<file path="src/rtl/ft6206_defines.sv">
// ft6206_defines: FT6206 touch controller report type
package ft6206_defines;
    localparam int FT6206_CW = 10;
    typedef struct packed {
        logic                 valid;
        logic [FT6206_CW-1:0] x;
        logic [FT6206_CW-1:0] y;
    } touch_t;
endpackage

</file>
<file path="src/rtl/ili9341_defines.sv">
// ili9341_defines: ILI9341 panel geometry and pixel colour type shared by display blocks
package ili9341_defines;
    localparam int ILI9341_WIDTH  = 240;
    localparam int ILI9341_HEIGHT = 320;
    typedef logic [15:0] ILI9341_color_t;
endpackage

</file>
<file path="src/rtl/vram_sketch_writer_xy_to_addr.sv">
// xy_to_addr: signed pixel coordinate to linear VRAM address plus on-screen flag
module xy_to_addr #(
    parameter int WIDTH  = 240,
    parameter int HEIGHT = 320,
    parameter int AW     = 17,
    parameter int CW     = 11
) (
    input  logic signed [CW-1:0] x,
    input  logic signed [CW-1:0] y,
    output logic [AW-1:0]        addr,
    output logic                 in_range
);
    localparam logic signed [CW-1:0] WS = CW'(WIDTH);
    localparam logic signed [CW-1:0] HS = CW'(HEIGHT);
    logic [AW-1:0] xa, ya;
    assign xa = AW'(x);
    assign ya = AW'(y);
    assign in_range = !x[CW-1] && !y[CW-1] && (x < WS) && (y < HS);
    if (WIDTH == 240) begin : g_shift
        assign addr = (ya << 8) - (ya << 4) + xa;
    end else begin : g_mul
        assign addr = ya * AW'(WIDTH) + xa;
    end
endmodule

</file>
<file path="src/rtl/vram_sketch_writer.sv">
// vram_sketch_writer: clears VRAM, then stamps a square brush at each new touch point
module vram_sketch_writer
    import ft6206_defines::*;
    import ili9341_defines::*;
#(
    parameter int             DISPLAY_WIDTH  = ILI9341_WIDTH,
    parameter int             DISPLAY_HEIGHT = ILI9341_HEIGHT,
    parameter int             BRUSH_R        = 1,
    parameter ILI9341_color_t CLEAR_COLOR    = 16'h0000
) (
    input  logic                                             clk,
    input  logic                                             rstb,
    input  logic                                             ena,
    input  logic                                             clear_req,
    input  touch_t                                           touch,
    input  ILI9341_color_t                                   pen_color,
    output logic                                             vram_wr_ena,
    output logic [$clog2(DISPLAY_WIDTH*DISPLAY_HEIGHT)-1:0]  vram_wr_addr,
    output logic [15:0]                                      vram_wr_data,
    output logic                                             busy
);
    localparam int AW = $clog2(DISPLAY_WIDTH*DISPLAY_HEIGHT);
    localparam int CW = $clog2(DISPLAY_WIDTH > DISPLAY_HEIGHT ? DISPLAY_WIDTH : DISPLAY_HEIGHT) + 2;
    localparam logic [AW-1:0]        LAST = AW'(DISPLAY_WIDTH*DISPLAY_HEIGHT-1);
    localparam logic signed [CW-1:0] RS   = CW'(BRUSH_R);

    typedef enum logic [1:0] {S_CLEARING, S_IDLE, S_PAINT} state_t;

    state_t                st;
    logic [AW-1:0]         cnt, pix_addr;
    logic signed [CW-1:0]  px, py, dx, dy;
    ILI9341_color_t        col;
    logic                  last_ok, hit, take;
    logic [FT6206_CW-1:0]  last_x, last_y;

    assign take = ena && touch.valid
                && int'(touch.x) < DISPLAY_WIDTH && int'(touch.y) < DISPLAY_HEIGHT
                && !(last_ok && touch.x == last_x && touch.y == last_y);
    assign busy = st != S_IDLE;

    xy_to_addr #(
        .WIDTH(DISPLAY_WIDTH), .HEIGHT(DISPLAY_HEIGHT), .AW(AW), .CW(CW)
    ) u_xy_to_addr (
        .x(px + dx), .y(py + dy), .addr(pix_addr), .in_range(hit)
    );

    always_ff @(posedge clk) begin
        if (!rstb) begin
            st           <= S_CLEARING;
            cnt          <= '0;
            last_ok      <= 1'b0;
            vram_wr_ena  <= 1'b0;
            vram_wr_addr <= '0;
            vram_wr_data <= CLEAR_COLOR;
        end else if (clear_req) begin
            st          <= S_CLEARING;
            cnt         <= '0;
            last_ok     <= 1'b0;
            vram_wr_ena <= 1'b0;
        end else begin
            case (st)
                S_CLEARING: begin
                    vram_wr_ena  <= 1'b1;
                    vram_wr_addr <= cnt;
                    vram_wr_data <= CLEAR_COLOR;
                    cnt          <= cnt + 1'b1;
                    if (cnt == LAST) st <= S_IDLE;
                end
                S_IDLE: begin
                    vram_wr_ena <= 1'b0;
                    if (take) begin
                        px      <= CW'(touch.x);
                        py      <= CW'(touch.y);
                        col     <= pen_color;
                        dx      <= -RS;
                        dy      <= -RS;
                        last_ok <= 1'b1;
                        last_x  <= touch.x;
                        last_y  <= touch.y;
                        st      <= S_PAINT;
                    end
                end
                S_PAINT: begin
                    // off-screen brush pixels still take their cycle, just without a strobe
                    vram_wr_ena <= hit;
                    if (hit) begin
                        vram_wr_addr <= pix_addr;
                        vram_wr_data <= col;
                    end
                    if (dx == RS) begin
                        dx <= -RS;
                        dy <= dy + CW'(1);
                        if (dy == RS) st <= S_IDLE;
                    end else begin
                        dx <= dx + CW'(1);
                    end
                end
                default: st <= S_CLEARING;
            endcase
        end
    end
endmodule

</file>
<file path="config.mk">
export PLATFORM = sky130hd
export DESIGN_NAME = vram_sketch_writer
export DESIGN_NICKNAME = d
export VERILOG_FILES = /design/src/rtl/ft6206_defines.sv /design/src/rtl/ili9341_defines.sv /design/src/rtl/vram_sketch_writer_xy_to_addr.sv /design/src/rtl/vram_sketch_writer.sv
export SDC_FILE = /design/constraint.sdc
export NUM_CORES = 1
export LEC_CHECK = 0
export BUFFER_PORTS_ARGS = -buffer_cell sky130_fd_sc_hd__buf_4
export CAP_MARGIN = 20
export CORE_MARGIN = 5
export CORE_UTILIZATION = 35
export CTS_BUF_LIST = sky130_fd_sc_hd__clkbuf_4
export DETAILED_ROUTE_END_ITERATION = 7
export SETUP_SLACK_MARGIN = 0.1
export SYNTH_ARGS = -nofsm -noshare
export SYNTH_HDL_FRONTEND = slang
export SYNTH_SLANG_ARGS = --single-unit
</file>
<file path="constraint.sdc">
create_clock -name clk -period 3.95 [get_ports clk]
set_input_delay 1.185 -clock clk [delete_from_list [all_inputs] [get_ports clk]]
set_output_delay 1.185 -clock clk [all_outputs]
set_load 0.01 [all_outputs]
</file>
==> results.toml <==
[run_status]
run_status = "completed"

[floorplan]
core-area_um2 = 19400
num_rows = 51
die_h_um = 149.9
start_util_pct = 35.31
io-pin-count = 76
die-area_um2 = 22470
chipWidth_um = 149.9

[logic_synthesis]
postSynth.asyncResetShare_pct = 0
synth_area_um2 = 6850
synth.net_count = 805
synth_top_area_cell = "edfxtp_1"
ys.warnings.count = 0
avgSynthCellArea_um2 = 9.635
synth_enable_flop_cells = 58
yosys_register_bits = 112
mapped_cells = 711
ys_types = 54
synth.yosys.seq_area_share_pct = 41.21
synth_flop_cell = "edfxtp_1"
synth_top_area_share_pct = 25.42
ys_top_cells_by_area = "edfxtp_1, dfxtp_1, ha_1, xnor2_1, xor2_1"

[timing]
final_min_period_over_clock_period_pct = 97.94
final-hold-violation-count = 0
setup_viol = 0
fmaxAchievable_mhz = 258.5
setup-tns-final_ns = 0
grt_setup_unrepaired = "yes"
fin_clk_skew_ns = 0.01881
timing.final.crit_period_ns = 3.869
holdWs_ns = 0.4821
worst_slew_margin_rel_pct = 54.00
worstMarginPinSlew_ns = 0.6900
slew_violations = 0

[pwr]
vdd_ir_drop_max_mv = 0.1498
total_leakage_power_nw = 3.307
design_power_total_w = 0.001976
powerDensity_nw_per_um2 = 227.5

[worst_setup_path]
critical_path.max_fanout = 3
cp-start-kind = "flip-flop"
required_time_of_the_critical_path_ns = 4.41
critical-path-slowest-cell = "edfxtp_1"
critical_path_arrival_ns = 4.33
critical_path.startpoint = "last_y[0]"
r2r.worst_path.cells = 16
critical_path.top_delay_family = "compound AO/OA/AOI/OAI gates"
worst_reg2reg_setup_slack_ns = 0.08
timing.critical_path.cells = "ha_4 > fa_2 > a21o_1 > a221o_1 > a2111o_1 > a21o_1 > nand2_2 > xor2_1 > ha_1 > ha_4 > o21a_1 > o21ai_1 > o2bb2ai_1 > nor3_1 > nor3b_1 > o22ai_1"
critical_path.n_buffers_inverters = 0
critical_setup_path_kind = "reg -> reg"
rr_startpoint = "last_y[0]"
path_depth = 16
critical-path-max-stage-delay_ns = 0.51
critical_path.endpoint_type = "flip-flop"

[global_routing]
grt_pass1_wl_um = 28230
grt_antenna_before_repair = 1
grt_start_max_net_pins = 63
grt.overflow.total = 0
grt_usage_pct = 15.68
grt_pass1_vias = 5374

[finish]
filler_cell_count = 1918
multi_input_area_um2 = 4069
final_cell_mix = "buf_4, edfxtp_1, dfxtp_1"
layout.cell_area.non_filler_um2 = 8685
drive_gt1_share_pct = 26.84
seq_area_um2 = 2823
finish.utilization_pct = 44.77
final_common_cell = "buf_4"
final_net_count = 946
area.growth.synth_to_final_pct = 26.78

[drt]
drtIter0Drc = 277
finalWirelength_um = 17630
postRouteAntennaNets = 0
vias_per_cell = 5.026
drc = 0
dr_total_vias = 5644
wl_cell_um = 15.70
detailedRoute.firstPassIterationCount = 4

[placed_design]
dpl_cell_area_um2 = 8103
routabilityCongestion = 0.8439
buffer_ports.inserted = 75
detailed_place_hpwl_um = 13190

[hold_path]
worst_hold_startpoint = "vram_wr_data[12]"
number_of_cells_on_the_worst_hold_path = 2
min-delay-path-class = "reg -> reg"

[clocking]
insertion_delay_ns = 0.52
clock_path_buffers = 2
cts_made_buffers = 9
cts_tree = "done"
clock-root-buffer = "clkbuf_4"
htree_levels = 3
path_clk_slew_ns = 0.20
cts.sinks = 112

[flow_run]
maxCapViolations = 0
cell usage after synthesis (3+ instances only):
library cell and count:
xnor2_1 47, o211a_1 10, o21a_1 5, a21o_1 14, a31oi_1 9, edfxtp_1 58, nand3_1 40, o31ai_1 3
o22ai_1 3, nor2_1 38, nand4_1 12, buf_6 7, o21ai_0 37, o21ai_1 3, and4_1 4, o211ai_1 12
nand2b_1 25, a21boi_1 16, xor2_1 26, fa_1 6, and3_1 8, nor4_1 10, a21oi_1 34, nand2_1 55
clkbuf_1 18, mux2i_1 4, a211oi_1 9, ha_1 47, nor3b_1 3, nor3_1 18, inv_1 29, nor2b_1 12
or3_1 10, dfxtp_1 54
worst min-delay path, stage by stage, from the launching register on:
cell	delay, ns
dfxtp_1	0.35
nand2b_1	0.06
a21boi_1	0.05
stage by stage:
step                worst slack [ns]  instances
floorplan                     0.1170        711
CTS                          0.08468       1110
global route                 -0.1214       1123
finish                       0.08134       1123
detailed placement          -0.01138       1088
global placement             0.04281       1086
state kept, by name, summed over array words and instances (netlist names):
name / flops
cnt: 17
vram_wr_addr: 17
col: 16
vram_wr_data: 16
dx: 11
dy: 11
last_x: 10
last_y: 10
st: 2
last_ok: 1
vram_wr_ena: 1
report_power, final:
group / switching [W] / internal (W) / leakage [nW]
logic: 0.0000494 / 0.0000569 / 2.30
registers: 0.00000495 / 0.00123 / 0.925
clock network: 0.000475 / 0.000164 / 0.0834
total: 0.000529 / 0.00145 / 3.31
layout make-up:
cell class,count,area share (%)
Timing Repair Buffer,156,13.72
Clock buffer,9,0.7780
Tap cell,265,3.818
Clock inverter,7,1.052
Antenna cell,1,0.02881
Sequential cell,112,32.50
Multi-Input combinational cell,544,46.85
Inverter,29,1.253
layer usage:
layer,up-vias,global-route usage [%],share of wire [%]
li1,2879,-,-
met3,12,2.453,3.4
met4,0,3.431,1.1
met1,2675,22.08,48
met5,-,0,0
met2,78,25.48,48
cell families after synthesis:
| group | synth area share [%] |
|---|---|
| simple gates | 18.27 |
| xor+xnor | 9.333 |
| fa+ha+maj | 10.34 |
| flops | 41.21 |
| compound gates | 16.49 |
| buf+inv | 3.781 |
| mux | 0.5845 |
final timing paths:
check / to
worst max register to register: vram_wr_addr[16]
worst min register to register: vram_wr_data[12]
worst max-delay path: vram_wr_addr[16]
worst min-delay path: vram_wr_data[12]
what timing repair did:
action                                  CTS  global route
resized for setup                        11            50
gates cloned                              0             0
hold buffers                              0             0
buffers inserted                          6            12
endpoints found under the setup margin    6             8
pin swaps                                12            34
No activity file was read; power rests on OpenSTA's default activity.
